==> src/rtl/aes3_tx.sv <==
// AES3 transmitter: stereo PCM in, biphase-mark line out with preambles and channel status.
// Build option AES3_TX_UNDERFLOW_MUTE_EN: an underflow frame sends silence flagged V=1.
module aes3_tx #(
  parameter int          CLK_PER_UI = 2,
  parameter logic [7:0]  CS_BYTE0   = 8'h01
) (
  input  logic        mck,
  input  logic        reset,
  input  logic [23:0] sample_l,
  input  logic [23:0] sample_r,
  input  logic        sample_valid,
  output logic        sample_ready,
  output logic        aes3,
  output logic        block_start,
  output logic        underflow
);

  localparam int DW = (CLK_PER_UI > 1) ? $clog2(CLK_PER_UI) : 1;
  localparam logic [DW-1:0] DIV_LAST = DW'(CLK_PER_UI - 1);

  // Preamble transitions per UI (bit i = toggle entering UI i).
  localparam logic [7:0] PRE_Z = 8'h39;
  localparam logic [7:0] PRE_X = 8'hC9;
  localparam logic [7:0] PRE_Y = 8'h69;

  logic [DW-1:0] div_cnt;
  logic [6:0]    ui_cnt;
  logic [7:0]    fcnt;
  logic          full;
  logic [23:0]   hold_l;
  logic [23:0]   hold_r;
  logic [23:0]   tx_l;
  logic [23:0]   tx_r;
  logic          tx_v;
  logic          cur_c;
  logic          cur_z;
  logic          line;

  logic          tick;
  logic          load;
  logic          accept;
  logic [6:0]    nxt_ui;
  logic [5:0]    pos;
  logic [4:0]    slot;
  logic [4:0]    bit_idx;
  logic [23:0]   smp;
  logic          par;
  logic [27:0]   word;
  logic [7:0]    pre;
  logic          toggle;

  assign tick   = (div_cnt == DIV_LAST);
  assign load   = tick && (ui_cnt == 7'd127) && !reset;
  assign accept = sample_valid && !full;

  assign sample_ready = !full;
  assign aes3         = line;
  assign block_start  = load && (fcnt == 8'd0);
  assign underflow    = load && !full;

  // Line level for the UI being entered at the next tick.
  always_comb begin
    nxt_ui  = ui_cnt + 7'd1;
    pos     = nxt_ui[5:0];
    slot    = pos[5:1];
    bit_idx = slot - 5'd4;
    smp     = nxt_ui[6] ? tx_r : tx_l;
    par     = ^{smp, tx_v, cur_c};
    word    = {par, cur_c, 1'b0, tx_v, smp};
    pre     = nxt_ui[6] ? PRE_Y : (cur_z ? PRE_Z : PRE_X);
    toggle  = 1'b1;
    if (slot < 5'd4) begin
      toggle = pre[pos[2:0]];
    end else if (pos[0]) begin
      toggle = word[bit_idx];
    end
  end

  always_ff @(posedge mck) begin
    if (reset) begin
      div_cnt <= DIV_LAST;
      ui_cnt  <= 7'd127;
      fcnt    <= 8'd0;
      full    <= 1'b0;
      hold_l  <= '0;
      hold_r  <= '0;
      tx_l    <= '0;
      tx_r    <= '0;
      tx_v    <= 1'b0;
      cur_c   <= 1'b0;
      cur_z   <= 1'b0;
      line    <= 1'b0;
    end else begin
      div_cnt <= tick ? '0 : div_cnt + 1'b1;
      if (tick) begin
        ui_cnt <= nxt_ui;
        line   <= line ^ toggle;
      end
      if (accept) begin
        hold_l <= sample_l;
        hold_r <= sample_r;
        full   <= 1'b1;
      end
      if (load) begin
        fcnt  <= (fcnt == 8'd191) ? 8'd0 : fcnt + 8'd1;
        cur_z <= (fcnt == 8'd0);
        cur_c <= (fcnt < 8'd8) ? CS_BYTE0[fcnt[2:0]] : 1'b0;
        if (full) begin
          tx_l <= hold_l;
          tx_r <= hold_r;
          tx_v <= 1'b0;
          full <= 1'b0;
        end else begin
`ifdef AES3_TX_UNDERFLOW_MUTE_EN
          tx_l <= '0;
          tx_r <= '0;
          tx_v <= 1'b1;
`else
          tx_v <= 1'b0;
`endif
        end
      end
    end
  end

endmodule

==> config.mk <==
export PLATFORM = sky130hd
export DESIGN_NAME = aes3_tx
export DESIGN_NICKNAME = d
export VERILOG_FILES = /design/src/rtl/aes3_tx.sv
export SDC_FILE = /design/constraint.sdc
export NUM_CORES = 1
export LEC_CHECK = 0
export CORE_MARGIN = 10
export CORE_UTILIZATION = 52
export CTS_CLUSTER_DIAMETER = 150
export DETAILED_ROUTE_END_ITERATION = 10
export PLACE_DENSITY = 0.77
export SYNTH_ARGS = -nofsm -noshare
export SYNTH_HDL_FRONTEND = slang
export SYNTH_SLANG_ARGS = --single-unit
==> constraint.sdc <==
create_clock -name mck -period 2.6 [get_ports mck]
set_input_delay 0.52 -clock mck [delete_from_list [all_inputs] [get_ports mck]]
set_output_delay 0.52 -clock mck [all_outputs]
set_load 0.02 [all_outputs]
==> flow_metrics.py <==
metrics = {
    "status": {
        "status": "completed",
    },
    "yosys": {
        "synth-warning-count": 0,
        "syn_nets": 765,
        "synth_flop_cell": "dfxtp_1",
        "ys_seq_elements": 117,
        "syn_inst": 710,
        "synth_cell_types": 62,
        "async_reset_ff_share_pct": 0,
        "yosysSeqAreaShare_pct": 41.2,
        "syn_area_per_cell_um2": 8.00,
        "synth_edf_count": 0,
        "syn-cell-area_um2": 5680,
    },
    "clock_tree": {
        "clock_latency_ns": 0.53,
        "ctsHoldBuffers": 0,
        "root_buffer": "clkbuf_8",
        "cts.sinks": 117,
        "cts_tree": "done",
        "clk_pin_slew_ns": 0.06,
        "cts_htree_levels": 4,
        "clk_path_buf_depth": 2,
        "cts_buffers": 17,
    },
    "timing": {
        "min_period_ns": 2.55,
        "timing.slew.headroom_pct": 26.9,
        "hold_slack_ns": 0.368,
        "fin_ws_ns": 0.0524,
        "fin_skew_ns": 0.0101,
        "max_freq_mhz": 393,
        "rsz0062_at_grt": "true",
        "drv_slew": 0,
        "fin_setup_tns_ns": 0,
        "finalHoldViolations": 0,
        "final-setup-viol-count": 0,
        "worst_pin_slew_ns": 1.10,
        "timing.final.crit_share_pct": 98.0,
    },
    "power_and_ir_drop": {
        "pwr-share-seq_pct": 34.4,
        "comb_power_share_pct": 26.7,
        "p_leak_nw": 2.69,
        "internal-power_mw": 3.97,
        "irDropWorstVdd_uv": 878,
        "p_sw_share_pct": 30.6,
        "netSwitchingPower_mw": 1.75,
        "pwr-share-clk_pct": 38.9,
        "power_per_cell_area_nw_per_um2": 790,
    },
    "grt": {
        "antenna_found_initial": 0,
        "grt_pass1_vias": 4945,
        "grt_pass1_wl_um": 24300,
        "grtUsageTotal_pct": 18.9,
        "grt-ovfl-total": 0,
        "grt_max_degree": 112,
    },
    "route": {
        "via_per_inst": 5.37,
        "wl_met3_um": 550,
        "postRouteAntennaNets": 0,
        "first_pass_iters": 5,
        "met1_length_um": 6650,
        "wl_per_cell_um": 15.9,
        "drt_iter0_drc": 366,
        "via_count": 5017,
        "top_layer": "met4",
        "wl_um": 14900,
        "drc": 0,
        "wl_met2_um": 7370,
    },
    "worst_setup_path": {
        "rrSetupSlack_ns": 0.07,
        "critPathKind": "flop to output port",
        "reg2regPathDepth": 12,
        "path_buf_inv": 1,
        "path_depth": 6,
        "cp_cell_sequence": "ha_4 > and4_4 > nand2_4 > or3_4 > nor2_4 > buf_6",
        "crit_path_start_kind": "flop",
        "endpoint_kind": "output port",
        "startpoint": "ui_cnt[1]",
        "endpoint": "underflow",
        "cpMaxStageDelayCell": "or3_4",
        "crit_fanout": 3,
        "crit_family": "simple AND/OR/NAND/NOR gates",
        "rr_endpoint": "aes3",
        "slowest_delay_ns": 0.45,
        "r2r_start": "ui_cnt[0]",
        "cp_data_required_time_ns": 2.08,
        "critical_path_arrival_ns": 2.03,
    },
    "floorplan": {
        "row_count": 38,
        "die-area_um2": 15500,
        "die_x_um": 125,
        "fp.dieH_um": 125,
        "core_area_um2": 10700,
        "io_pins": 55,
        "initial_core_util_pct": 52.9,
    },
    "cells_and_area": {
        "nets": 837,
        "design_area_um2": 7240,
        "syn_to_final_growth_pct": 27.5,
        "diodes": 0,
        "drive_above_1_share_pct": 16.1,
    },
    "placed_design": {
        "place.gp.congestion": 0.848,
        "dp_hpwl_um": 10600,
        "placed_cell_area_um2": 6460,
        "port_buffers": 54,
        "preCtsSetupSlack_ns": 0.0441,
    },
    "flow_run": {
        "max-cap-violations": 0,
    },
    "worst_hold_path": {
        "whs_path_depth": 3,
        "holdCritPathClass": "input pin to flop",
    },
}
-- power groups by stage --
stage / sequential (mW) / clock, mW / combinational, mW
5_1_grt: 1.98 / 2.33 / 1.67
4_1_cts: 1.96 / 2.24 / 1.34
3_3_place_gp: 2.00 / 0 / 1.32
6_report: 1.97 / 2.23 / 1.53
3_5_place_dp: 2.00 / 0 / 1.33
2_1_floorplan: 1.97 / 0 / 0.932
-- cells in the final DEF, fill, tap and decap left out, types with 9 or more instances in the layout --
cell             instances
and3_1                  16
xnor2_1                 36
xor2_1                  15
clkdlybuf4s50_1         51
nor2_1                  23
buf_4                   45
a21oi_1                109
dfxtp_1                114
nor3_1                   9
nand2_1                209
clkbuf_16               16
-- synthesized netlist by cell type, types with 5 or more instances --
cell type / number / area share, %
and3_1: 17 / 1.9
a211oi_1: 6 / 0.79
nand2_1: 209 / 14
buf_2: 8 / 0.70
a21oi_1: 109 / 9.6
dfxtp_1: 117 / 41
clkbuf_1: 29 / 1.9
nand2b_1: 7 / 0.77
xnor2_1: 39 / 6.0
buf_4: 5 / 0.66
o21ai_0: 5 / 0.44
xor2_1: 16 / 2.5
nor2_1: 25 / 1.7
o31ai_1: 5 / 0.66
nand4_1: 6 / 0.66
mux2i_1: 8 / 1.4
nor3_1: 10 / 0.88
-- logic make-up (layout without fill, tap and decap cells) --
group	after synthesis	after routing	share of synthesized area (%)
buffers and inverters	56	140	4.74
XOR/XNOR	59	59	9.85
AND/OR/NAND/NOR	305	305	24.1
multiplexers	13	13	2.67
flip-flops	117	117	41.2
AO/OA/AOI/OAI	156	156	16.5
adder cells (fa/ha/maj)	4	4	0.881
-- registers in the layout, indices dropped and copies added (netlist names), named ones only --
register / flops
hold_l: 24
hold_r: 24
tx_l: 24
tx_r: 24
fcnt: 8
ui_cnt: 7
aes3: 1
cur_c: 1
cur_z: 1
div_cnt: 1
full: 1
-- routing by layer --
metal	vias to the layer above	global-route usage [%]
met4	0	7.20
met2	103	32.6
met3	22	4.94
met5	-	0
met1	2353	21.7
li1	2539	-
-- worst register-to-register path: cells and delay by family, from the launching register on --
family,cells,cell delay (ns)
buffers and inverters,1,0.17
AND/OR/NAND/NOR,3,0.41
adder cells (fa/ha/maj),1,0.27
XOR/XNOR,4,0.56
flip-flops,1,0.36
AO/OA/AOI/OAI,3,0.60
-- per-stage QoR --
step | util, % | power [mW] | std cells
6_report | 67.4 | 5.72 | 934
5_1_grt | 67.4 | 5.98 | 934
4_1_cts | 65.5 | 5.55 | 926
3_5_place_dp | 60.2 | 3.32 | 895
3_3_place_gp | 60.2 | 3.32 | 895
2_1_floorplan | - | 2.90 | 710
-- worst min path at each step --
stage / startpoint / end / slack [ns]
2_1_floorplan: hold_l[11] / tx_l[11] / 0.43
3_3_place_gp: hold_r[6] / tx_r[6] / 0.44
3_5_place_dp: hold_r[16] / hold_r[16] / 0.45
4_1_cts: reset / div_cnt / 0.34
5_1_grt: reset / div_cnt / 0.38
6_report: reset / div_cnt / 0.37
-- final cells by class --
| class | count | area [um^2] |
|---|---|---|
| fill | 939 | 3500 |
| multi-input combinational | 537 | 3210 |
| sequential | 117 | 2350 |
| timing repair buffer | 103 | 918 |
| clock buffer | 17 | 414 |
| tap | 140 | 175 |
| clock inverter | 14 | 154 |
| inverter | 6 | 22.5 |
-- repair_timing --
item / CTS / global route
pin swaps: 0 / 13
gates resized for setup: 11 / 32
buffers inserted: 0 / 7
endpoints found under the setup margin: 2 / 3
gates cloned: 0 / 1
(Power assumes the default switching activity.)
